**src/rtl/vga_sync_gen.sv**
```systemverilog
// VGA timing generator: pixel-rate enable, active-low HS/VS, pixel position,
// blanking flag and a one-clock frame-start pulse, all from a single clock.
module vga_sync_gen #(
  parameter int DIV    = 4,
  parameter int H_VIS  = 640,
  parameter int H_FP   = 16,
  parameter int H_SYNC = 96,
  parameter int H_BP   = 48,
  parameter int V_VIS  = 480,
  parameter int V_FP   = 10,
  parameter int V_SYNC = 2,
  parameter int V_BP   = 33
) (
  input  logic       clk,
  input  logic       rst_n,
  output logic       p_tick,
  output logic       HS,
  output logic       VS,
  output logic [9:0] x,
  output logic [9:0] y,
  output logic       video_on,
  output logic       frame_start
);

  localparam int H_TOTAL = H_VIS + H_FP + H_SYNC + H_BP;
  localparam int V_TOTAL = V_VIS + V_FP + V_SYNC + V_BP;
  localparam int DIV_W   = (DIV > 1) ? $clog2(DIV) : 1;

  localparam logic [DIV_W-1:0] DIV_LAST = DIV_W'(DIV - 1);
  localparam logic [DIV_W-1:0] DIV_ONE  = DIV_W'(1);
  localparam logic [9:0] H_LAST   = 10'(H_TOTAL - 1);
  localparam logic [9:0] V_LAST   = 10'(V_TOTAL - 1);
  localparam logic [9:0] HS_FIRST = 10'(H_VIS + H_FP);
  localparam logic [9:0] HS_LAST  = 10'(H_VIS + H_FP + H_SYNC - 1);
  localparam logic [9:0] VS_FIRST = 10'(V_VIS + V_FP);
  localparam logic [9:0] VS_LAST  = 10'(V_VIS + V_FP + V_SYNC - 1);
  localparam logic [9:0] H_VIS_W  = 10'(H_VIS);
  localparam logic [9:0] V_VIS_W  = 10'(V_VIS);

  logic [DIV_W-1:0] r_div;
  logic [9:0]       r_x;
  logic [9:0]       r_y;
  logic             r_hs;
  logic             r_vs;
  logic             r_video_on;
  logic             r_frame_start;

  logic             w_tick;
  logic             w_x_wrap;
  logic             w_y_wrap;
  logic [9:0]       w_x_next;
  logic [9:0]       w_y_next;

  function automatic logic hs_active(input logic [9:0] px);
    return (px >= HS_FIRST) && (px <= HS_LAST);
  endfunction

  function automatic logic vs_active(input logic [9:0] py);
    return (py >= VS_FIRST) && (py <= VS_LAST);
  endfunction

  function automatic logic visible(input logic [9:0] px, input logic [9:0] py);
    return (px < H_VIS_W) && (py < V_VIS_W);
  endfunction

  // With DIV=1 the counter is a single bit pinned at 0, so the tick is permanent.
  always_ff @(posedge clk or negedge rst_n) begin
    if (!rst_n) begin
      r_div <= '0;
    end else if (r_div == DIV_LAST) begin
      r_div <= '0;
    end else begin
      r_div <= r_div + DIV_ONE;
    end
  end

  assign w_tick = (r_div == DIV_LAST);

  assign w_x_wrap = (r_x == H_LAST);
  assign w_y_wrap = (r_y == V_LAST);
  assign w_x_next = w_x_wrap ? 10'd0 : r_x + 10'd1;
  assign w_y_next = w_x_wrap ? (w_y_wrap ? 10'd0 : r_y + 10'd1) : r_y;

  // Sync/blank flags are decoded from the next position so they load on the
  // same edge as x/y and never lag the coordinates.
  always_ff @(posedge clk or negedge rst_n) begin
    if (!rst_n) begin
      r_x           <= '0;
      r_y           <= '0;
      r_hs          <= !hs_active(10'd0);
      r_vs          <= !vs_active(10'd0);
      r_video_on    <= visible(10'd0, 10'd0);
      r_frame_start <= 1'b0;
    end else begin
      r_frame_start <= w_tick && w_x_wrap && w_y_wrap;
      if (w_tick) begin
        r_x        <= w_x_next;
        r_y        <= w_y_next;
        r_hs       <= !hs_active(w_x_next);
        r_vs       <= !vs_active(w_y_next);
        r_video_on <= visible(w_x_next, w_y_next);
      end
    end
  end

  assign p_tick      = rst_n && w_tick;
  assign HS          = r_hs;
  assign VS          = r_vs;
  assign x           = r_x;
  assign y           = r_y;
  assign video_on    = r_video_on;
  assign frame_start = r_frame_start;

endmodule

```
**config.mk**
```make
export PLATFORM = sky130hd
export DESIGN_NAME = vga_sync_gen
export DESIGN_NICKNAME = d
export VERILOG_FILES = /design/src/rtl/vga_sync_gen.sv
export SDC_FILE = /design/constraint.sdc
export NUM_CORES = 1
export LEC_CHECK = 0
export CAP_MARGIN = 25
export CORE_MARGIN = 2
export CORE_UTILIZATION = 29
export DETAILED_ROUTE_END_ITERATION = 10
export PLACE_DENSITY = 0.58
export SLEW_MARGIN = 15
export SYNTH_ARGS = -nofsm -noshare
export SYNTH_HDL_FRONTEND = slang
export SYNTH_SLANG_ARGS = --single-unit
```
**constraint.sdc**
```tcl
create_clock -name clk -period 2.3 [get_ports clk]
set_clock_uncertainty 0.1 [all_clocks]
set_input_delay 0.23 -clock clk [delete_from_list [all_inputs] [get_ports clk]]
set_output_delay 0.23 -clock clk [all_outputs]
set_load 0.05 [all_outputs]
```
---- After elaboration in Yosys (flattened, before gate mapping) ----
Index checks and enable logic that the tools add are counted.
word-level totals
  register bits ........................... 26
  bits in latches ......................... 0
  bits in writable memories ............... 0
  ROM bits ................................ 0
  input port bits ......................... 2
  output and inout port bits .............. 25
  memories kept ........................... 0
operators by class
  $add $sub $neg .......................... 3
  $mul .................................... 0
  div/mod/pow operators ................... 0
  $lt $le $gt $ge ......................... 6
  equality and inequality tests ........... 3
  shift operators ......................... 0
  multiplexer cells ....................... 4
  bitwise gates (word level) .............. 0
  reductions and logical operators ........ 8
operator list
  operator                                                                            number
  10-bit 2-to-1 mux                                                                   3
  10-bit by 1-bit adder with 10-bit output (second input constant)                    2
  10-bit == test (second input constant)                                              2
  10-bit >= comparator (second input constant)                                        1
  10-bit by 9-bit >= comparator with 1-bit output (second input constant)             1
  10-bit less-or-equal comparator (second input constant)                             1
  10-bit by 9-bit less-or-equal comparator with 1-bit output (second input constant)  1
  10-bit < comparator (second input constant)                                         1
  10-bit by 9-bit < comparator with 1-bit output (second input constant)              1
  1-bit logical AND                                                                   6
  2-bit by 1-bit adder with 2-bit output (second input constant)                      1
  2-bit == test (second input constant)                                               1
  1-bit zero test                                                                     2
  2-bit 2-to-1 mux                                                                    1

---- Logic depth before layout (Yosys ltp) ----
Gate-level depths: netlist of the first run.
  depth in word-level cells ............... 6
  gate-level depth with buffers ........... 8
  depth with buffers taken out ............ 7

---- Least setup slack after synthesis of the first run ----
OpenSTA, ideal clock, no wires.
  path type ............................... register -> register
  start point ............................. reg r_x[1] (netlist: x[1])
  end point ............................... reg r_vs (netlist: VS)
  setup time .............................. 0.077 ns
  data arrival time ....................... 2.223 ns
  path slack .............................. -0.100 ns
  cell stages (with the launch flop) ...... 8
  path buffers ............................ 1
  path through ............................ dfrtp_1 -> ha_1 -> and4_1 -> buf_2 -> nand3_2 -> or4_4 -> o2111a_1 -> a31oi_1
on the way
  word-level cells in the longest chain between the ends .. 5
RTL lines
  element                                                                                                                               RTL line  text
  start: declaration                                                                                                                    41        logic [9:0] r_x;
  start signal: assignment                                                                                                              97        r_x <= w_x_next;
  10-bit == test *                                                                                                                      79        assign w_x_wrap = (r_x == H_LAST);
  10-bit 2-to-1 mux *                                                                                                                   82        assign w_y_next = w_x_wrap ? (w_y_wrap ? 10'd0 : r_y + 10'd1) : r_y;
  10-bit by 9-bit >= comparator with 1-bit output / 10-bit by 9-bit less-or-equal comparator with 1-bit output (equally long branches)  59        return (py >= VS_FIRST) && (py <= VS_LAST);
  1-bit logical AND *                                                                                                                   59
  1-bit zero test *                                                                                                                     100       r_vs <= !vs_active(w_y_next);
  end signal: assignment                                                                                                                91        r_vs <= !vs_active(10'd0);
  end signal: assignment                                                                                                                100
  end: declaration                                                                                                                      44        logic r_vs;
Every way passes the cells marked *; elsewhere a longest branch is shown, timed or not.
A chain may end at the register's enable or synchronous reset.

---- Final worst setup path of the first run ----
  start point ............................. reg r_x[1] (netlist: x[1])
  end point ............................... reg r_video_on (netlist: video_on)
on the way
  word-level cells in the longest chain between the ends .. 4
RTL lines
  element                                                                                       RTL line  text
  10-bit by 1-bit adder with 10-bit output / 10-bit == test (equally long branches)             81, 79
  10-bit 2-to-1 mux, on equally long branches                                                   81, 82
  10-bit < comparator / 10-bit by 9-bit < comparator with 1-bit output (equally long branches)  63        return (px < H_VIS_W) && (py < V_VIS_W);
  1-bit logical AND *                                                                           63
  end signal: assignment                                                                        92        r_video_on <= visible(10'd0, 10'd0);
  end signal: assignment                                                                        101       r_video_on <= visible(w_x_next, w_y_next);
  end: declaration                                                                              45        logic r_video_on;
Marked as above.

==> results.ini, run 1 <==
[floorplan]
die_h_um=79.64
rows=27
io_pins=27
coreArea_um2=5507
dieArea_um2=6342
start_util=0.3013
die_width_um=79.64

[global_route]
antenna_found_initial=0
grt_overflow=0
grt_max_degree=27
track_usage=0.1489
grt_pass1_wl_um=7500
grt_pass1_vias=1517

[synthesis]
synthArstFlopShare=1.000
synth_top_area_frac=0.3469
syn_nets=195
synthesis.area_um2=1659
synthTopCellsByArea=dfrtp_1 35%, dfstp_2 4.8%, xnor2_1 4.8%
ys_warn_count=0
ys_seq_area_frac=0.3944
synth_cell_types=45
synth_top_area_cell=dfrtp_1
synth-edff-count=0
synthCells=188
synth_seq_cells=26
synthFlopType=dfrtp_1
syn_avg_cell_area_um2=8.825

[placement]
place_area_um2=2044
gp_congestion=0.9032
hpwl_um=3110
io_buffers=26

[timing]
min_period_over_period=0.9517
tightestPinTransition_ns=0.5038
setup-violations-final=0
finalMaxSlewViolations=0
fin_crit_ns=2.189
slew_headroom=0.6631
finalHoldViolations=0
rsz0062_at_grt=no
fin_setup_tns_ns=0
max_freq_mhz=456.9

[route]
drt-initial-drc-count=160
final_antenna_net_count=0
wl_met1_um=2146
drc_errors=0
routed_wl_um=4279
wl_met2_um=1846
via_per_inst=5.315
detail_route.wl_per_cell_um=14.81
route.vias.total=1536
dr.max_layer_used=met4
wl_met3_um=205
drtPass1Iterations=4

[pwr]
leakage_nw=0.7818
ir_drop_uv=278.9
p_per_area_nw_per_um2=404.6

[clocking]
cts_hold_buf=0
clkTransAtPathRegs_ns=0.10
post-cts-setup-buffers=0
cts_tree=yes
cts_resized=0
cts_root_buf=clkbuf_8
clk_path_buf_depth=2
clk-insertion-delay-late_ns=0.28
cts_sinks=26
cts_buffers=3
h-tree-depth=1

[critical_path]
r2r_cells=6
worst_ep_arrival_time_ns=2.30
cpPeakStageDelay_ns=0.47
cp-start-kind=flop
crit_chain=ha_1 > and4_2 > nand3_2 > nor4_1 > nor3_1 > a32o_1
reg2reg_slack_ns=0.11
cp.required_ns=2.41
path_max_fanout=8
reg2reg_to=video_on
crit_type=reg -> reg
critPathSlowestCell=nor4_1
r2r-start=x[1]
end_kind=flop

[layout]
layout.nets=225
layout_common_cells=25 x clkdlybuf4s50_1, 21 x dfrtp_1, 17 x nand2_1
finalInstanceArea_um2=2118
num_antenna_cells=0
fillers=561
layout_commonest_cell=clkdlybuf4s50_1
drive_gt1_frac=0.1336
syn_to_final_growth_pct=27.68

[hold_path]
hold_class=in -> async

[flow_run]
drv_cap=0

[run_status]
outcome=completed

cell families (layout without fill, tap and decap cells):
family                   count (synthesis)  count (layout)  synth area share
AO/OA/AOI/OAI                           48              48            0.1931
XOR/XNOR                                10              10           0.05279
adder cells (fa/ha/maj)                  5               5           0.03771
buffers and inverters                   18              47           0.05203
flip-flops                              26              26            0.3944
multiplexers                             1               1          0.006033
AND/OR/NAND/NOR                         80              80            0.2640
critical path, delay by kind of cell, from the launching register on:
family / cells / cell delay, ns
AND/OR/NAND/NOR: 4 / 1.11
flip-flops: 1 / 0.42
AO/OA/AOI/OAI: 1 / 0.28
adder cells (fa/ha/maj): 1 / 0.22
synth_stat cells, types with 2 or more instances:
library cell and count:
nand4_1 6, buf_4 2, o41ai_1 3, and4_1 3
nand2_1 17, o21ai_0 15, clkbuf_1 7, and3_1 4
nor3b_1 2, nand3_1 11, o211ai_1 2, inv_1 5
nor2_1 16, xnor2_1 9, dfstp_2 3, nor2b_1 2
o32a_1 2, dfrtp_1 23, a31oi_1 4, o31ai_1 5
nor3_1 6, nand2b_1 3, ha_1 5, and2_1 2
a32o_1 2, buf_2 3, a21oi_1 8
worst max path at each step:
stage | startpoint | endpoint | slack, ns
6_report | x[1] | video_on | 0.11
5_1_grt | x[1] | video_on | 0.01
4_1_cts | x[1] | video_on | 0.06
3_5_place_dp | x[1] | video_on | 0.08
3_3_place_gp | x[1] | VS | 0.18
2_1_floorplan | y[1] | VS | 0.02
final cells by class:
| class | count | area [µm²] | area share |
|---|---|---|---|
| clock inverter | 1 | 30.03 | 0.01418 |
| clock buffer | 3 | 41.29 | 0.01949 |
| timing repair buffer | 38 | 360.3 | 0.1701 |
| sequential | 26 | 656.9 | 0.3101 |
| tap | 72 | 90.09 | 0.04253 |
| multi-input combinational | 144 | 920.9 | 0.4347 |
| inverter | 5 | 18.77 | 0.008860 |
flip-flops by register name, indices dropped and copies added, names as in the netlist:
name	flops
frame_start	1
x	10
y	10
VS	1
video_on	1
r_div	2
HS	1
stage by stage:
step / power [mW] / worst slack (ns) / std cells / utilization / hold WS, ns
after floorplan: 0.4659 / 0.01592 / 188 / - / -0.1656
after global placement: 0.4789 / 0.1759 / 285 / 0.3713 / 0.3166
after detailed placement: 0.4794 / 0.08412 / 285 / 0.3713 / 0.3302
after CTS: 0.8734 / 0.05514 / 289 / 0.3842 / 0.3394
after global routing: 0.8866 / 0.009925 / 289 / 0.3847 / 0.3692
final: 0.8571 / 0.1112 / 289 / 0.3847 / 0.3081
power by group:
group	internal (mW)	switching [mW]	leakage (nW)
combinational	0.00261	0.00965	0.411
clock	0.233	0.155	0.0357
sequential	0.457	0	0.335
per-layer routing:
metal	up-vias	track usage
met1	731	0.2203
met2	50	0.2210
met5	-	0
met4	0	0.05690
met3	6	0.01584
li1	749	-
Note: power is estimated with default switching activity, not from simulation.
==> inputs of run 2 (changes only) <==
Settings changed: REMOVE_ABC_BUFFERS set to 1.
==> run 2 against run 1 <==
  * Fmax increased by 1.6%
  * Register-to-register slack improved by 0.03 ns
  * First-iteration DRC count decreased by 48%
  * Clock-buffer cell count unchanged
  * Worst setup slack improved by 0.035 ns
  * Largest cell class unchanged
==> results.ini, run 2 (synthesis results as in run 1) <==
[run_status]
outcome=completed

[flow_run]
drv_cap=0  ; unchanged

[clocking]
cts_root_buf=clkbuf_8
cts_sinks=26  ; unchanged
clkTransAtPathRegs_ns=0.10  ; about the same
clk_path_buf_depth=2  ; unchanged
clk-insertion-delay-late_ns=0.27  ; about the same
cts_buffers=3  ; unchanged
h-tree-depth=1  ; unchanged
cts_resized=0  ; unchanged
cts_tree=yes
post-cts-setup-buffers=0  ; unchanged
cts_hold_buf=0  ; unchanged

[route]
routed_wl_um=4073  ; -4.8%
route.vias.total=1515  ; -1.4%
drt-initial-drc-count=83  ; -48%
via_per_inst=5.279  ; -0.68%
final_antenna_net_count=0  ; unchanged
drtPass1Iterations=4  ; unchanged
detail_route.wl_per_cell_um=14.19  ; -4.2%
drc_errors=0  ; unchanged

[floorplan]
io_pins=27  ; unchanged
coreArea_um2=5507  ; unchanged
dieArea_um2=6342  ; unchanged
die_width_um=79.64  ; unchanged
die_h_um=79.64  ; unchanged
start_util=0.3013  ; unchanged
rows=27  ; unchanged

[pwr]
p_per_area_nw_per_um2=405.3  ; +0.16%
ir_drop_uv=309.2  ; +11%
leakage_nw=0.7726  ; -1.2%

[critical_path]
cp.required_ns=2.40  ; about the same
reg2reg_to=VS
crit_family=simple AND/OR/NAND/NOR gates
cp.depth=7  ; +1
crit_start=y[0]
critPathBufInv=1  ; +1
endpoint=VS
crit_chain=inv_1 > ha_1 > nor4b_1 > and4_1 > or4_4 > o2111a_1 > a31oi_1
r2r_cells=7  ; +1
r2r-start=y[0]
critPathSlowestCell=or4_4
end_kind=flop
worst_ep_arrival_time_ns=2.26  ; -0.04 ns
cpPeakStageDelay_ns=0.54  ; +0.07 ns
crit_type=reg -> reg
reg2reg_slack_ns=0.15  ; +0.03 ns
cp-start-kind=flop
path_max_fanout=8  ; unchanged

[timing]
fin_crit_ns=2.154  ; -0.03466 ns
max_freq_mhz=464.2  ; +1.6%
tightestPinTransition_ns=0.5021  ; -0.001727 ns
setup-violations-final=0  ; unchanged
rsz0062_at_grt=no
min_period_over_period=0.9366  ; -0.01507
slew_headroom=0.6642  ; +0.001155
finalMaxSlewViolations=0  ; unchanged
finalHoldViolations=0  ; unchanged

[placement]
hpwl_um=2929  ; -5.8%
place_area_um2=2027  ; -0.86%
io_buffers=26  ; unchanged
gp_congestion=0.8309  ; -8.0%

[layout]
drive_gt1_frac=0.1302  ; -0.003408
syn_to_final_growth_pct=27.07
finalInstanceArea_um2=2108  ; -0.47%
num_antenna_cells=0  ; unchanged
layout_common_cells=25 x clkdlybuf4s50_1, 21 x dfrtp_1, 17 x nand2_1
layout.nets=223  ; -0.89%
final_util=0.3829  ; -0.001817
layout_commonest_cell=clkdlybuf4s50_1

[global_route]
grt_pass1_vias=1454  ; -4.2%
antenna_found_initial=0  ; unchanged
grt_max_degree=27  ; unchanged
track_usage=0.1429  ; -0.005940
grt_overflow=0  ; unchanged
grt_pass1_wl_um=7148  ; -4.7%

[hold_path]
hold_class=in -> async

[run 2: cell count changes in the layout (fill, tap and decap cells not counted), sizes merged]
cell / delta
buf: -2
[run 2: final cells by class]
class / count / area, µm²
Timing Repair Buffer: 36 / 345.3
Fill cell: 566 / 3398
Clock buffer: 3 / 41.29
Tap cell: 72 / 90.09
Sequential cell: 26 / 656.9
Clock inverter: 1 / 30.03
Multi-Input combinational cell: 144 / 925.9
Inverter: 5 / 18.77
[run 2: worst min-delay path by stage]
| stage | endpoint | slack [ns] | start | cells after the start |
|---|---|---|---|---|
| after floorplan | frame_start | -0.17 | rst_n | 0 |
| after global placement | r_div[0] | 0.32 | r_div[0] | 1 |
| after detailed placement | r_div[0] | 0.32 | r_div[0] | 1 |
| after CTS | y[6] | 0.26 | rst_n | 2 |
| after global routing | x[1] | 0.27 | rst_n | 2 |
| final | x[1] | 0.24 | rst_n | 2 |
[run 2: layer usage]
layer | up-vias | wire (µm) | global-route usage | share of wire
met3 | 4 | 154 | 0.02941 | 0.038
met1 | 728 | 2052 | 0.2032 | 0.50
met2 | 35 | 1839 | 0.2202 | 0.45
li1 | 748 | - | - | -
met4 | 0 | 27 | 0.03621 | 0.0066
met5 | - | 0 | 0 | 0
[run 2: power by group]
| group | total [mW] | switching, mW | leakage (nW) | internal (mW) |
|---|---|---|---|---|
| registers | 0.457 | 0 | 0.335 | 0.457 |
| clock network | 0.386 | 0.153 | 0.0357 | 0.233 |
| logic | 0.0118 | 0.00921 | 0.402 | 0.00261 |
| total | 0.854 | 0.162 | 0.773 | 0.693 |
[run 2: worst register-to-register path: cells and delay by family (launching register included)]
family	cells	cell delay (ns)
and+or+nand+nor	3	0.95
buffers and inverters	1	0.07
adders and majority gates	1	0.19
AOI/OAI and AO/OA	2	0.30
DFF	1	0.47
[run 2: per-stage QoR]
stage	TNS (ns)	power [mW]	std cells	setup slack, ns	hold WS [ns]
6_report	0	0.8544	287	0.1458	0.2442
5_1_grt	0	0.8932	287	0.01987	0.2727
4_1_cts	0	0.8705	287	0.06549	0.2596
3_5_place_dp	0	0.4786	283	0.08944	0.3189
3_3_place_gp	0	0.4788	283	0.1267	0.3206
2_1_floorplan	-0.3804	0.4660	175	-0.1258	-0.1656
==> inputs of run 3 (changes only) <==
Settings changed: CELL_PAD_IN_SITES_DETAIL_PLACEMENT set to 0, CELL_PAD_IN_SITES_GLOBAL_PLACEMENT set to 2, GPL_ROUTABILITY_DRIVEN set to 0, PLACE_DENSITY 0.58 to 0.82.
==> run 3 against run 2 <==
  * Sequential power is essentially flat
  * Largest power group unchanged
  * Via count increased by 1.6%
  * Total power rose by 0.67%
  * Critical path depth shrank 6
  * Design area rose by 1.7%
  * Critical path type is now reg -> out
  * Largest cell class unchanged
  * Non-clock buffer count increased by 6
  * Worst setup slack better by 0.0053 ns
  * Clock-buffer cell count unchanged
  * Critical endpoint is now x[8]
  * Highest routed layer unchanged
==> results.ini, run 3 (synthesis results as in run 1) <==
[run_status]
outcome=completed

[route]
detail_route.wl_per_cell_um=14.55  ; +2.5%
drt-initial-drc-count=145  ; +75%
drc_errors=0  ; unchanged
via_per_inst=5.253  ; -0.50%
final_antenna_net_count=0  ; unchanged
route.vias.total=1539  ; +1.6%
drtPass1Iterations=4  ; unchanged
routed_wl_um=4264  ; +4.7%

[layout]
regArea_um2=654.4  ; -0.38%
layout.nets=229  ; +2.7%
multi_input_area_um2=919.6  ; -0.68%
finalInstanceArea_um2=2145  ; +1.7%
layout_commonest_cell=clkdlybuf4s50_1
num_antenna_cells=0  ; unchanged
layout_common_cells=25 x clkdlybuf4s50_1, 23 x dfrtp_1, 17 x nand2_1
syn_to_final_growth_pct=29.26
drive_gt1_frac=0.1357  ; +0.005514
fillers=558  ; -1.4%

[pwr]
clkPwrFrac=0.455  ; +0.004
comb_power_share=0.014  ; about the same
p_per_area_nw_per_um2=401.1  ; -1.0%
switching_power_mw=0.1674  ; +3.5%
ir_drop_uv=212.1  ; -31%
internal_power_mw=0.6927  ; about the same
netSwitchingFraction=0.1946  ; +0.005233
pwr-share-seq=0.531  ; -0.004
leakage_nw=0.8076  ; +4.5%

[timing]
finalHoldViolations=0  ; unchanged
rsz0062_at_grt=no
fin_crit_ns=2.149  ; -0.005283 ns
max_freq_mhz=465.4  ; +0.25%
tightestPinTransition_ns=0.5055  ; +0.003406 ns
layout_setup_ws_ns=0.1511  ; +0.005283 ns
finalMaxSlewViolations=0  ; unchanged
slew_headroom=0.6620  ; -0.002278
min_period_over_period=0.9343  ; -0.002297
setup-violations-final=0  ; unchanged

[floorplan]
die_width_um=79.64  ; unchanged
coreArea_um2=5507  ; unchanged
dieArea_um2=6342  ; unchanged
die_h_um=79.64  ; unchanged
io_pins=27  ; unchanged
start_util=0.3013  ; unchanged
rows=27  ; unchanged

[hold_path]
hold_class=in -> async

[clocking]
clk_path_buf_depth=2  ; unchanged
h-tree-depth=1  ; unchanged
cts_tree=yes
cts_sinks=26  ; unchanged
clkTransAtPathRegs_ns=0.10  ; about the same
cts_root_buf=clkbuf_8
cts_buffers=3  ; unchanged
clk-insertion-delay-late_ns=0.27  ; about the same

[global_route]
grt_max_degree=27  ; unchanged
grt_overflow=0  ; unchanged
grt_pass1_vias=1435  ; -1.3%
track_usage=0.1423  ; -0.0006479
antenna_found_initial=0  ; unchanged
grt_pass1_wl_um=7189  ; +0.57%

[placement]
io_buffers=26  ; unchanged
place_area_um2=2064  ; +1.9%
hpwl_um=3045  ; +4.0%
post-place-ws_ns=0.1775  ; +0.08806 ns

[critical_path]
crit_type=reg -> out
reg2reg_to=VS
end_kind=output port
worst_ep_arrival_time_ns=1.82  ; -0.44 ns
path_max_fanout=14  ; +6
r2r-start=x[0]
cp.required_ns=1.97  ; -0.43 ns
r2r_cells=6  ; -1
cp-start-kind=flop
critPathSlowestCell=clkdlybuf4s50_1
crit_family=buffers and inverters
reg2reg_slack_ns=0.17  ; +0.02 ns
critPathBufInv=1  ; unchanged
cpPeakStageDelay_ns=0.89  ; +0.35 ns
crit_chain=clkdlybuf4s50_1

[flow_run]
drv_cap=0  ; unchanged

run 3: changes by cell type in the layout (fill, tap and decap cells not counted):
cell / change
dfrtp_1: +2
dfrtp_2: -2
and3_1: +1
and3_2: -1
or3_4: -1
or3_1: +1
buf_4: +6
run 3: power groups by stage:
stage | Clock [mW] | Combinational (mW) | Sequential, mW
after global placement | 0 | 0.0130 | 0.466
after CTS | 0.403 | 0.0129 | 0.457
after floorplan | 0 | 0.000000314 | 0.466
after detailed placement | 0 | 0.0128 | 0.466
after global routing | 0.423 | 0.0141 | 0.457
final | 0.391 | 0.0119 | 0.457
run 3: area by class of cell:
cell class | instances | share of cell area
tap | 72 | 0.04201
clock buffer | 3 | 0.01925
timing repair buffer | 42 | 0.1820
multi-input combinational | 144 | 0.4288
sequential | 26 | 0.3051
inverter | 5 | 0.008751
clock inverter | 1 | 0.01400
run 3: worst register-to-register path: stages (launching register included):
cell and delay (ns):
dfrtp_1 0.42, ha_1 0.23, and4_2 0.29, nand3_2 0.17
or4_4 0.54, o2111a_1 0.13, a31oi_1 0.18
run 3: through the flow:
stage / utilization / hold slack [ns] / std cells / TNS (ns) / power (mW)
2_1_floorplan: - / -0.1656 / 175 / -0.3804 / 0.4660
3_3_place_gp: 0.3749 / 0.3160 / 288 / 0 / 0.4788
3_5_place_dp: 0.3749 / 0.3246 / 288 / 0 / 0.4787
4_1_cts: 0.3879 / 0.2556 / 292 / 0 / 0.8735
5_1_grt: 0.3895 / 0.2759 / 293 / 0 / 0.8938
6_report: 0.3895 / 0.2422 / 293 / 0 / 0.8601
run 3: worst max-delay path by stage:
stage | to | slack (ns) | from | cells past startpoint
after CTS | VS | 0.14 | x[0] | 6
after global placement | y[2] | 0.26 | x[0] | 6
final | x[8] | 0.15 | x[8] | 1
after detailed placement | VS | 0.18 | x[0] | 6
after floorplan | VS | -0.13 | x[1] | 6
after global routing | VS | 0.007 | x[0] | 6
run 3: repair_timing:
action | CTS | global route
endpoints found under the setup margin | 0 | 3
buffers inserted | 0 | 1
gates resized for setup | 0 | 1
hold endpoints to repair | 0 | 0
hold buffers | 0 | 0
run 3: per-layer routing:
layer  global-route usage  vias to the layer above  routed length (µm)
met5                    0                        -                   0
met4              0.02586                        0                  25
met3              0.01923                        4                 213
met2               0.2134                       51                1882
met1               0.2175                      731                2142
li1                     -                      753                   -
